`config.mk`:
```
export PLATFORM = sky130hd
export DESIGN_NAME = user_pcie_req_arbiter_flat
export DESIGN_NICKNAME = d
export VERILOG_FILES = /design/src/rtl/user_pcie_req_arbiter_if.sv /design/src/rtl/user_pcie_req_arbiter.sv /design/src/flat_wrapper.sv
export SDC_FILE = /design/constraint.sdc
export NUM_CORES = 1
export LEC_CHECK = 0
export CELL_PAD_IN_SITES_DETAIL_PLACEMENT = 0
export CELL_PAD_IN_SITES_GLOBAL_PLACEMENT = 2
export CORE_AREA = 4 4 304 306
export CTS_CLUSTER_DIAMETER = 100
export DETAILED_ROUTE_END_ITERATION = 6
export DIE_AREA = 0 0 308 310
export PLACE_DENSITY = 0.69
export RECOVER_POWER = 25
export SETUP_SLACK_MARGIN = 0.15
export SYNTH_ARGS = -nofsm -noshare
export SYNTH_HDL_FRONTEND = slang
export SYNTH_SLANG_ARGS = --single-unit
```
`constraint.sdc`:
```
create_clock -name clk_i -period 2.1 [get_ports clk_i]
set_input_delay 0.21 -clock clk_i [delete_from_list [all_inputs] [get_ports clk_i]]
set_output_delay 0.21 -clock clk_i [all_outputs]
set_load 0.01 [all_outputs]
```
`src/rtl/user_pcie_req_arbiter_if.sv`:
```
// user_pcie_req_arbiter_if: channel-side request/data buses and Tx engine request interface.
// The master modport is the arbiter's view; the slave modport is the channels plus Tx engine.
interface user_pcie_req_arbiter_if #(parameter int NUM_CH = 4);
  logic [NUM_CH-1:0]    dma_rd_req_i;
  logic [12*NUM_CH-1:0] dma_rd_req_len_i;
  logic [32*NUM_CH-1:0] dma_rd_req_addr_i;
  logic [8*NUM_CH-1:0]  dma_tag_i;
  logic [NUM_CH-1:0]    dma_req_ack_o;
  logic [NUM_CH-1:0]    user_stream_data_avail_i;
  logic [5*NUM_CH-1:0]  user_stream_data_len_i;
  logic [32*NUM_CH-1:0] user_stream_wr_addr_i;
  logic [64*NUM_CH-1:0] user_stream_data_i;
  logic [NUM_CH-1:0]    user_stream_data_rd_o;
  logic [NUM_CH-1:0]    user_stream_wr_ack_o;
  logic                 tx_rd_req_o;
  logic                 tx_rd_req_ack_i;
  logic [11:0]          tx_rd_req_len_o;
  logic [31:0]          tx_rd_req_addr_o;
  logic [7:0]           tx_rd_tag_o;
  logic                 tx_wr_req_o;
  logic                 tx_wr_req_ack_i;
  logic [4:0]           tx_wr_len_o;
  logic [31:0]          tx_wr_addr_o;
  logic [63:0]          tx_wr_data_o;
  logic                 tx_wr_data_rd_i;
  modport master (
    input  dma_rd_req_i, dma_rd_req_len_i, dma_rd_req_addr_i, dma_tag_i,
    input  user_stream_data_avail_i, user_stream_data_len_i, user_stream_wr_addr_i, user_stream_data_i,
    input  tx_rd_req_ack_i, tx_wr_req_ack_i, tx_wr_data_rd_i,
    output dma_req_ack_o, user_stream_data_rd_o, user_stream_wr_ack_o,
    output tx_rd_req_o, tx_rd_req_len_o, tx_rd_req_addr_o, tx_rd_tag_o,
    output tx_wr_req_o, tx_wr_len_o, tx_wr_addr_o, tx_wr_data_o
  );
  modport slave (
    output dma_rd_req_i, dma_rd_req_len_i, dma_rd_req_addr_i, dma_tag_i,
    output user_stream_data_avail_i, user_stream_data_len_i, user_stream_wr_addr_i, user_stream_data_i,
    output tx_rd_req_ack_i, tx_wr_req_ack_i, tx_wr_data_rd_i,
    input  dma_req_ack_o, user_stream_data_rd_o, user_stream_wr_ack_o,
    input  tx_rd_req_o, tx_rd_req_len_o, tx_rd_req_addr_o, tx_rd_tag_o,
    input  tx_wr_req_o, tx_wr_len_o, tx_wr_addr_o, tx_wr_data_o
  );
endinterface

```
`src/rtl/user_pcie_req_arbiter.sv`:
```
// user_pcie_req_arbiter: two-class (read/write) alternating, per-class round-robin arbiter
// that forwards one channel's request at a time to the PCIe Tx engine.
module user_pcie_req_arbiter #(
  parameter int NUM_CH = 4
) (
  input logic clk_i,
  input logic rst_n,
  user_pcie_req_arbiter_if.master bus
);
  localparam int CW = NUM_CH > 1 ? $clog2(NUM_CH) : 1;
  typedef enum logic [1:0] {IDLE, RD_GRANT, WR_GRANT, COOLDOWN} state_t;
  state_t state_q, state_d;
  logic [CW-1:0] gnt_q, gnt_d, rr_rd_q, rr_rd_d, rr_wr_q, rr_wr_d, rd_idx, wr_idx;
  logic last_wr_q, last_wr_d, rd_any, wr_any, pick_wr;
  logic tx_rd_req_q, tx_rd_req_d, tx_wr_req_q, tx_wr_req_d;
  logic [11:0] rd_len_q, rd_len_d;
  logic [31:0] rd_addr_q, rd_addr_d, wr_addr_q, wr_addr_d;
  logic [7:0] rd_tag_q, rd_tag_d;
  logic [4:0] wr_len_q, wr_len_d, wr_len_in;
  logic [NUM_CH-1:0] rd_ack_q, rd_ack_d, wr_ack_q, wr_ack_d;
  // First requester strictly after the last-served channel, wrapping around.
  function automatic logic [CW-1:0] rr_pick(input logic [NUM_CH-1:0] req, input logic [CW-1:0] rr);
    logic [CW-1:0] i;
    rr_pick = rr;
    for (int k = NUM_CH; k >= 1; k--) begin
      i = CW'((int'(rr) + k) % NUM_CH);
      if (req[i]) rr_pick = i;
    end
  endfunction
  assign rd_any = |bus.dma_rd_req_i;
  assign wr_any = |bus.user_stream_data_avail_i;
  assign rd_idx = rr_pick(bus.dma_rd_req_i, rr_rd_q);
  assign wr_idx = rr_pick(bus.user_stream_data_avail_i, rr_wr_q);
  assign pick_wr = wr_any && (!rd_any || !last_wr_q);
  assign wr_len_in = bus.user_stream_data_len_i[5*wr_idx +: 5];
  always_comb begin
    state_d = state_q;
    gnt_d = gnt_q;
    rr_rd_d = rr_rd_q;
    rr_wr_d = rr_wr_q;
    last_wr_d = last_wr_q;
    tx_rd_req_d = tx_rd_req_q;
    tx_wr_req_d = tx_wr_req_q;
    rd_len_d = rd_len_q;
    rd_addr_d = rd_addr_q;
    rd_tag_d = rd_tag_q;
    wr_len_d = wr_len_q;
    wr_addr_d = wr_addr_q;
    rd_ack_d = rd_ack_q;
    wr_ack_d = wr_ack_q;
    case (state_q)
      IDLE: if (rd_any || wr_any) begin
        last_wr_d = pick_wr;
        if (pick_wr) begin
          gnt_d = wr_idx;
          rr_wr_d = wr_idx;
          wr_len_d = wr_len_in;
          wr_addr_d = bus.user_stream_wr_addr_i[32*wr_idx +: 32];
          // An empty write has nothing to send; acknowledge it locally.
          if (wr_len_in == 5'd0) begin
            wr_ack_d[wr_idx] = 1'b1;
            state_d = COOLDOWN;
          end else begin
            tx_wr_req_d = 1'b1;
            state_d = WR_GRANT;
          end
        end else begin
          gnt_d = rd_idx;
          rr_rd_d = rd_idx;
          rd_len_d = bus.dma_rd_req_len_i[12*rd_idx +: 12];
          rd_addr_d = bus.dma_rd_req_addr_i[32*rd_idx +: 32];
          rd_tag_d = bus.dma_tag_i[8*rd_idx +: 8];
          tx_rd_req_d = 1'b1;
          state_d = RD_GRANT;
        end
      end
      RD_GRANT: if (bus.tx_rd_req_ack_i) begin
        tx_rd_req_d = 1'b0;
        rd_ack_d[gnt_q] = 1'b1;
        state_d = COOLDOWN;
      end
      WR_GRANT: if (bus.tx_wr_req_ack_i) begin
        tx_wr_req_d = 1'b0;
        wr_ack_d[gnt_q] = 1'b1;
        state_d = COOLDOWN;
      end
      // Lets the acked channel drop its request before arbitration resumes.
      COOLDOWN: begin
        rd_ack_d = '0;
        wr_ack_d = '0;
        state_d = IDLE;
      end
    endcase
  end
  always_ff @(posedge clk_i or negedge rst_n) begin
    if (!rst_n) begin
      state_q <= IDLE;
      gnt_q <= '0;
      rr_rd_q <= '0;
      rr_wr_q <= '0;
      last_wr_q <= 1'b1;
      tx_rd_req_q <= 1'b0;
      tx_wr_req_q <= 1'b0;
      rd_len_q <= '0;
      rd_addr_q <= '0;
      rd_tag_q <= '0;
      wr_len_q <= '0;
      wr_addr_q <= '0;
      rd_ack_q <= '0;
      wr_ack_q <= '0;
    end else begin
      state_q <= state_d;
      gnt_q <= gnt_d;
      rr_rd_q <= rr_rd_d;
      rr_wr_q <= rr_wr_d;
      last_wr_q <= last_wr_d;
      tx_rd_req_q <= tx_rd_req_d;
      tx_wr_req_q <= tx_wr_req_d;
      rd_len_q <= rd_len_d;
      rd_addr_q <= rd_addr_d;
      rd_tag_q <= rd_tag_d;
      wr_len_q <= wr_len_d;
      wr_addr_q <= wr_addr_d;
      rd_ack_q <= rd_ack_d;
      wr_ack_q <= wr_ack_d;
    end
  end
  assign bus.tx_rd_req_o = tx_rd_req_q;
  assign bus.tx_rd_req_len_o = rd_len_q;
  assign bus.tx_rd_req_addr_o = rd_addr_q;
  assign bus.tx_rd_tag_o = rd_tag_q;
  assign bus.tx_wr_req_o = tx_wr_req_q;
  assign bus.tx_wr_len_o = wr_len_q;
  assign bus.tx_wr_addr_o = wr_addr_q;
  assign bus.dma_req_ack_o = rd_ack_q;
  assign bus.user_stream_wr_ack_o = wr_ack_q;
  assign bus.user_stream_data_rd_o = (state_q == WR_GRANT && bus.tx_wr_data_rd_i) ? NUM_CH'(1) << gnt_q : '0;
  assign bus.tx_wr_data_o = state_q == WR_GRANT ? bus.user_stream_data_i[64*gnt_q +: 64] : '0;
endmodule
```
`src/flat_wrapper.sv`:
```
// flat-port wrapper written by rule: the top's interface ports become plain ports
module user_pcie_req_arbiter_flat 
#(
  parameter int NUM_CH = 4
)
  (clk_i, rst_n, bus_dma_rd_req_i, bus_dma_rd_req_len_i, bus_dma_rd_req_addr_i, bus_dma_tag_i, bus_user_stream_data_avail_i, bus_user_stream_data_len_i, bus_user_stream_wr_addr_i, bus_user_stream_data_i, bus_tx_rd_req_ack_i, bus_tx_wr_req_ack_i, bus_tx_wr_data_rd_i, bus_dma_req_ack_o, bus_user_stream_data_rd_o, bus_user_stream_wr_ack_o, bus_tx_rd_req_o, bus_tx_rd_req_len_o, bus_tx_rd_req_addr_o, bus_tx_rd_tag_o, bus_tx_wr_req_o, bus_tx_wr_len_o, bus_tx_wr_addr_o, bus_tx_wr_data_o);
  user_pcie_req_arbiter_if #(.NUM_CH(NUM_CH)) bus_i ();
  input logic clk_i;
  input logic rst_n;
  input wire logic [$bits(bus_i.dma_rd_req_i)-1:0] bus_dma_rd_req_i;
  input wire logic [$bits(bus_i.dma_rd_req_len_i)-1:0] bus_dma_rd_req_len_i;
  input wire logic [$bits(bus_i.dma_rd_req_addr_i)-1:0] bus_dma_rd_req_addr_i;
  input wire logic [$bits(bus_i.dma_tag_i)-1:0] bus_dma_tag_i;
  input wire logic [$bits(bus_i.user_stream_data_avail_i)-1:0] bus_user_stream_data_avail_i;
  input wire logic [$bits(bus_i.user_stream_data_len_i)-1:0] bus_user_stream_data_len_i;
  input wire logic [$bits(bus_i.user_stream_wr_addr_i)-1:0] bus_user_stream_wr_addr_i;
  input wire logic [$bits(bus_i.user_stream_data_i)-1:0] bus_user_stream_data_i;
  input wire logic [$bits(bus_i.tx_rd_req_ack_i)-1:0] bus_tx_rd_req_ack_i;
  input wire logic [$bits(bus_i.tx_wr_req_ack_i)-1:0] bus_tx_wr_req_ack_i;
  input wire logic [$bits(bus_i.tx_wr_data_rd_i)-1:0] bus_tx_wr_data_rd_i;
  output wire logic [$bits(bus_i.dma_req_ack_o)-1:0] bus_dma_req_ack_o;
  output wire logic [$bits(bus_i.user_stream_data_rd_o)-1:0] bus_user_stream_data_rd_o;
  output wire logic [$bits(bus_i.user_stream_wr_ack_o)-1:0] bus_user_stream_wr_ack_o;
  output wire logic [$bits(bus_i.tx_rd_req_o)-1:0] bus_tx_rd_req_o;
  output wire logic [$bits(bus_i.tx_rd_req_len_o)-1:0] bus_tx_rd_req_len_o;
  output wire logic [$bits(bus_i.tx_rd_req_addr_o)-1:0] bus_tx_rd_req_addr_o;
  output wire logic [$bits(bus_i.tx_rd_tag_o)-1:0] bus_tx_rd_tag_o;
  output wire logic [$bits(bus_i.tx_wr_req_o)-1:0] bus_tx_wr_req_o;
  output wire logic [$bits(bus_i.tx_wr_len_o)-1:0] bus_tx_wr_len_o;
  output wire logic [$bits(bus_i.tx_wr_addr_o)-1:0] bus_tx_wr_addr_o;
  output wire logic [$bits(bus_i.tx_wr_data_o)-1:0] bus_tx_wr_data_o;
  assign bus_i.dma_rd_req_i = bus_dma_rd_req_i;
  assign bus_i.dma_rd_req_len_i = bus_dma_rd_req_len_i;
  assign bus_i.dma_rd_req_addr_i = bus_dma_rd_req_addr_i;
  assign bus_i.dma_tag_i = bus_dma_tag_i;
  assign bus_i.user_stream_data_avail_i = bus_user_stream_data_avail_i;
  assign bus_i.user_stream_data_len_i = bus_user_stream_data_len_i;
  assign bus_i.user_stream_wr_addr_i = bus_user_stream_wr_addr_i;
  assign bus_i.user_stream_data_i = bus_user_stream_data_i;
  assign bus_i.tx_rd_req_ack_i = bus_tx_rd_req_ack_i;
  assign bus_i.tx_wr_req_ack_i = bus_tx_wr_req_ack_i;
  assign bus_i.tx_wr_data_rd_i = bus_tx_wr_data_rd_i;
  assign bus_dma_req_ack_o = bus_i.dma_req_ack_o;
  assign bus_user_stream_data_rd_o = bus_i.user_stream_data_rd_o;
  assign bus_user_stream_wr_ack_o = bus_i.user_stream_wr_ack_o;
  assign bus_tx_rd_req_o = bus_i.tx_rd_req_o;
  assign bus_tx_rd_req_len_o = bus_i.tx_rd_req_len_o;
  assign bus_tx_rd_req_addr_o = bus_i.tx_rd_req_addr_o;
  assign bus_tx_rd_tag_o = bus_i.tx_rd_tag_o;
  assign bus_tx_wr_req_o = bus_i.tx_wr_req_o;
  assign bus_tx_wr_len_o = bus_i.tx_wr_len_o;
  assign bus_tx_wr_addr_o = bus_i.tx_wr_addr_o;
  assign bus_tx_wr_data_o = bus_i.tx_wr_data_o;
  user_pcie_req_arbiter #(.NUM_CH(NUM_CH)) u_core (.clk_i(clk_i), .rst_n(rst_n), .bus(bus_i));
endmodule
```
Word-level counts from Yosys, hierarchy flattened

Cells that the tools add are included.

RAM bits: 0
Word-level logic and storage cells: 134
Input bits: 625
Output and inout port bits: 167
Memories: 0
Register bits: 108
Latch bits: 0
Memory bits (read-only): 0

Multiplexer cells: 53
Bitwise logic cells: 4
Div/mod/pow operators: 0
Reductions and logical operators: 24
Equal/unequal tests: 10
Shift-type cells: 7
Add/subtract/negate cells: 8
Multipliers: 2
$lt $le $gt $ge: 12

Operator list:

| cell                | count |
|---|---|
| $shiftx 128x8->32   | 2 |
| $shiftx 256x9->64   | 1 |
| $mux 64             | 1 |
| $shiftx 48x7->12    | 1 |
| $shiftx 32x6->8     | 1 |
| $lt 2x3->1 const B  | 10 |
| $mux 2              | 13 |
| $mux 4              | 6 |
| $shiftx 20x6->5     | 1 |
| $mux 1              | 18 |
| $bmux 1 s2          | 8 |
| $or 4x4->4          | 3 |
| $pmux 4 s3          | 1 |
| $reduce_and 5->1    | 2 |
| $reduce_and 3->1    | 3 |
| $add 2x1->2 const B | 4 |
| $add 2x2->2 const B | 4 |
| $ne 2x2->1 const B  | 4 |
| $pmux 2 s4          | 1 |
| $pmux 4 s2          | 1 |
| $reduce_or 4->1     | 2 |
| $ne 2x1->1 const B  | 3 |
| $reduce_bool 2->1   | 3 |
| $logic_not 5->1     | 1 |
| 16 further kinds    | 26 |

Logic depth before layout (Yosys ltp)

Depth in word-level cells: 16
Depth in mapped cells: 10

Worst setup path before layout

No wires, ideal clock.

Path kind: flip-flop to output port
From: register u_core.gnt_q[0]
To: output port bus_tx_wr_data_o[10]
Arrival time: 1.938 ns
Path slack: -0.048 ns
Cell stages (with the launch flop): 5
Path buffers: 2
Path through: dfrtp_1 > clkbuf_1 > buf_1 > mux4_2 > and2_1

Word-level cells in the longest chain between the ends: 2

RTL lines:

| element                  | RTL line                     | text |
|---|---|---|
| start: declaration       | user_pcie_req_arbiter.sv:13  | `logic [CW-1:0] gnt_q, gnt_d, rr_rd_q, rr_rd_d, rr_wr_q, rr_wr_d, rd_idx, wr_idx;` |
| start signal: assignment | user_pcie_req_arbiter.sv:113 | `gnt_q <= gnt_d;` |
| $shiftx 256x9->64        | user_pcie_req_arbiter.sv:138 | `assign bus.tx_wr_data_o = state_q == WR_GRANT ? bus.user_stream_data_i[64*gnt_q +: 64] : '0;` |
| $mux 64                  | user_pcie_req_arbiter.sv:138 |  |
| end: declaration         | flat_wrapper.sv:31           | `output wire logic [$bits(bus_i.tx_wr_data_o)-1:0] bus_tx_wr_data_o;` |

Every way passes these cells.

Worst setup path after layout

From: register u_core.gnt_q[0]
To: output port bus_tx_wr_data_o[7]

The elaborated chain is that of the path after synthesis.

==> flow_summary.yaml <==
grt:
  overflow: 0
  grt_pass1_vias: 14000
  grt_start_max_net_pins: 74
  track_usage_pct: 14.9
  antenna_found_initial: 35
  grt_first_pass_wirelength_mm: 103
yosys:
  ys_types: 50
  synth_ff_type: "dfrtp_1"
  yosysWarnings: 0
  synth_top_area_cell: "dfrtp_1"
  syn_area_mm2: 0.00929
  yosys.cell_count.top_type: "nand2_1"
  yosysTopAreaCellShare_pct: 28.8
  synth_area_leaders: "dfrtp_1 29%, mux4_2 16%, nand2_1 14%"
  synth-async-reset-ratio_pct: 100
  yosys-top-cells-count: "352 x nand2_1, 117 x and2_1, 107 x dfrtp_1, 79 x clkbuf_1, 75 x a21oi_1"
  avgSynthCellArea_um2: 7.89
  ys_ff_latch: 108
  syn_nets: 1807
  synthCells: 1178
  ys_seq_area_share_pct: 29.1
  synth_edf_count: 0
sta:
  setup_violations: 67
  fmax_ghz: 0.445
  fin_crit_sh_pct: 107
  maxSlewViolCount: 0
  slew_headroom_pct: 7.01
  finalCriticalPeriod_ns: 2.25
  tightest_slew_ns: 1.39
  fin_ws_ns: -0.145
  rsz0062_at_grt: "yes"
  skew_ns: 0.0196
  final_hold_viol_count: 0
drt:
  drt-met1-wl_mm: 26.9
  routedWlPerCell_um: 23.7
  met2_wirelength_mm: 44.3
  met3_length_mm: 4.70
  drt_first_pass_iters: 5
  vias: 13400
  top_layer_used: "met5"
  first_iter_violations: 748
  ant_nets: 0
  routed_wl_mm: 78.9
  drc_errors: 0
  viasPerCell: 4.02
floorplan:
  fp.dieW_um: 308
  die_area_mm2: 0.0955
  io-pin-count: 792
  start_util_pct: 10.4
  die_h_um: 310
  placementRows: 110
  core_area_mm2: 0.0896
final_layout:
  final_core_util_pct: 27.6
  final_area_mm2: 0.0248
  layout.nets: 2767
  fill_cells: 9360
  final_cells: 3332
  areaGrowthSynthToFinish_pct: 167
  drive_above_1_share_pct: 38.5
power:
  power_mw: 32.6
  clkPwrFrac_pct: 6.3
  irDropWorstVdd_uv: 652
  switching_power_mw: 13.8
  p_leak_nw: 9.80
  comb_power_share_pct: 81.9
  p_sw_share_pct: 42.4
  intPower_mw: 18.8
  power_frac_seq_pct: 11.7
  cellPowerDensity_mw_per_mm2: 1320
critical_path:
  worstSetupStartpointType: "flop"
  crit_type: "reg -> out"
  arrival_ns: 2.04
  cp.required_ns: 1.89
  worstPathMaxFanout: 7
  end_kind: "output pin"
status:
  status: "finished, violations left"
  violations: "negative setup slack"
cts:
  clock-root-buffer: "clkbuf_16"
  cts.path.max_buffers: 2
  clock_sinks: 108
  cts_made_buffers: 9
  clk_latency_ns: 0.40
  cts_tree: "built"
  clkTransAtPathRegs_ns: 0.09
  h-tree-depth: 3
placed_design:
  placed_cells: 3180
  post-dp-hpwl_mm: 60.8
  gp_congestion: 0.897
  portBuffers: 791
  placed_area_mm2: 0.0199
worst_hold_path:
  hold_class: "in -> reg"
run:
  cap_viol_max_count: 0
## cells in the final DEF, fill, tap and decap left out, drive strengths merged, types with 13 or more instances in the layout
| master | count |
|---|---|
| clkdlybuf4s50 | 715 |
| nand2 | 352 |
| buf | 305 |
| and2 | 117 |
| dfrtp | 107 |
| a21oi | 76 |
| mux4 | 64 |
| o21ai | 60 |
| o31ai | 55 |
| a211oi | 54 |
| and3 | 52 |
| nor2 | 43 |
| clkbuf | 30 |
| diode | 13 |
| inv | 13 |
## critical path: stages (launching register included)
cell and delay [ns]:
dfrtp_4 0.51, buf_12 0.16, buf_12 0.13, buf_16 0.14, mux4_2 0.42, and2_4 0.17
buf_6 0.11
## cells by family after synthesis
kind of cell | Yosys count | synth area share [%]
simple gates | 609 | 30.5
compound gates | 279 | 19.5
buf+inv | 114 | 4.83
flops | 108 | 29.1
mux | 64 | 15.5
fa+ha+maj | 4 | 0.539
## metal layers
layer	vias up	track usage, %
li1	6091	-
met1	6562	14.8
met2	584	29.9
met3	144	3.31
met4	4	5.37
met5	-	0
## per-stage QoR
stage                     worst slack, ns  TNS, ns  hold slack [ns]
final                              -0.145    -6.00            0.392
after global routing               -0.217   -15.24            0.388
after detailed placement           -0.588   -48.25            0.212
after CTS                          -0.211   -10.22            0.339
after global placement             -0.493   -42.35            0.205
after floorplan                    0.0586        0          -0.0856
## what timing repair did
item,in CTS,in global routing
endpoints found under the hold margin,40,0
hold buffers,1,0
gates resized for setup,620,398
setup endpoints to repair,166,166
setup buffers,52,22
pin swaps,142,215
gates cloned,27,21
## sequential cells by signal, summed over array words and instances, names as in the netlist, 4 cells and up
signal                           flops
u_core.bus.dma_req_ack_o             4
u_core.bus.tx_rd_req_addr_o         32
u_core.bus.tx_rd_req_len_o          12
u_core.bus.tx_rd_tag_o               8
u_core.bus.tx_wr_addr_o             32
u_core.bus.tx_wr_len_o               5
u_core.bus.user_stream_wr_ack_o      4
## power by group through the flow
| stage | Sequential [mW] | Clock, mW | Combinational [mW] |
|---|---|---|---|
| final | 3.82 | 2.07 | 26.7 |
| after global routing | 3.95 | 2.23 | 28.3 |
| after CTS | 3.82 | 2.17 | 22.2 |
| after detailed placement | 3.86 | 0 | 17.2 |
| after global placement | 3.83 | 0 | 17.1 |
| after floorplan | 4.04 | 0 | 7.82 |
## path summary, 6_finish.rpt
check | from | end | slack [ns] | cells after the start
min in group asynchronous | rst_n | u_core.bus.tx_wr_len_o[3]$_DFFE_PN0P_ | 0.67 | 2
setup / recovery | u_core.gnt_q[0]$_DFFE_PN0P_ | bus_tx_wr_data_o[7] | -0.15 | 6
setup reg to reg | u_core.rr_wr_q[1]$_DFFE_PN0P_ | u_core.bus.tx_wr_req_o$_DFFE_PN0P_ | -0.09 | 8
max in group asynchronous | rst_n | u_core.rr_rd_q[0]$_DFFE_PN0P_ | 0.19 | 3
hold / removal | bus_dma_rd_req_i[0] | u_core.last_wr_q$_DFFE_PN1P_ | 0.39 | 5
hold reg to reg | u_core.bus.tx_rd_tag_o[0]$_DFFE_PN0P_ | u_core.bus.tx_rd_tag_o[0]$_DFFE_PN0P_ | 0.49 | 2
## final cells by class
| cell class | count | area [um2] | share of cell area [%] |
|---|---|---|---|
| inverter | 9 | 46.3 | 0.187 |
| clock buffer | 9 | 225 | 0.909 |
| clock inverter | 7 | 108 | 0.434 |
| timing repair buffer | 1053 | 11700 | 47.3 |
| antenna | 13 | 32.5 | 0.131 |
| multi-input combinational | 957 | 8450 | 34.1 |
| tap | 1176 | 1470 | 5.94 |
| sequential | 108 | 2710 | 11.0 |
(Power assumes the default switching activity.)
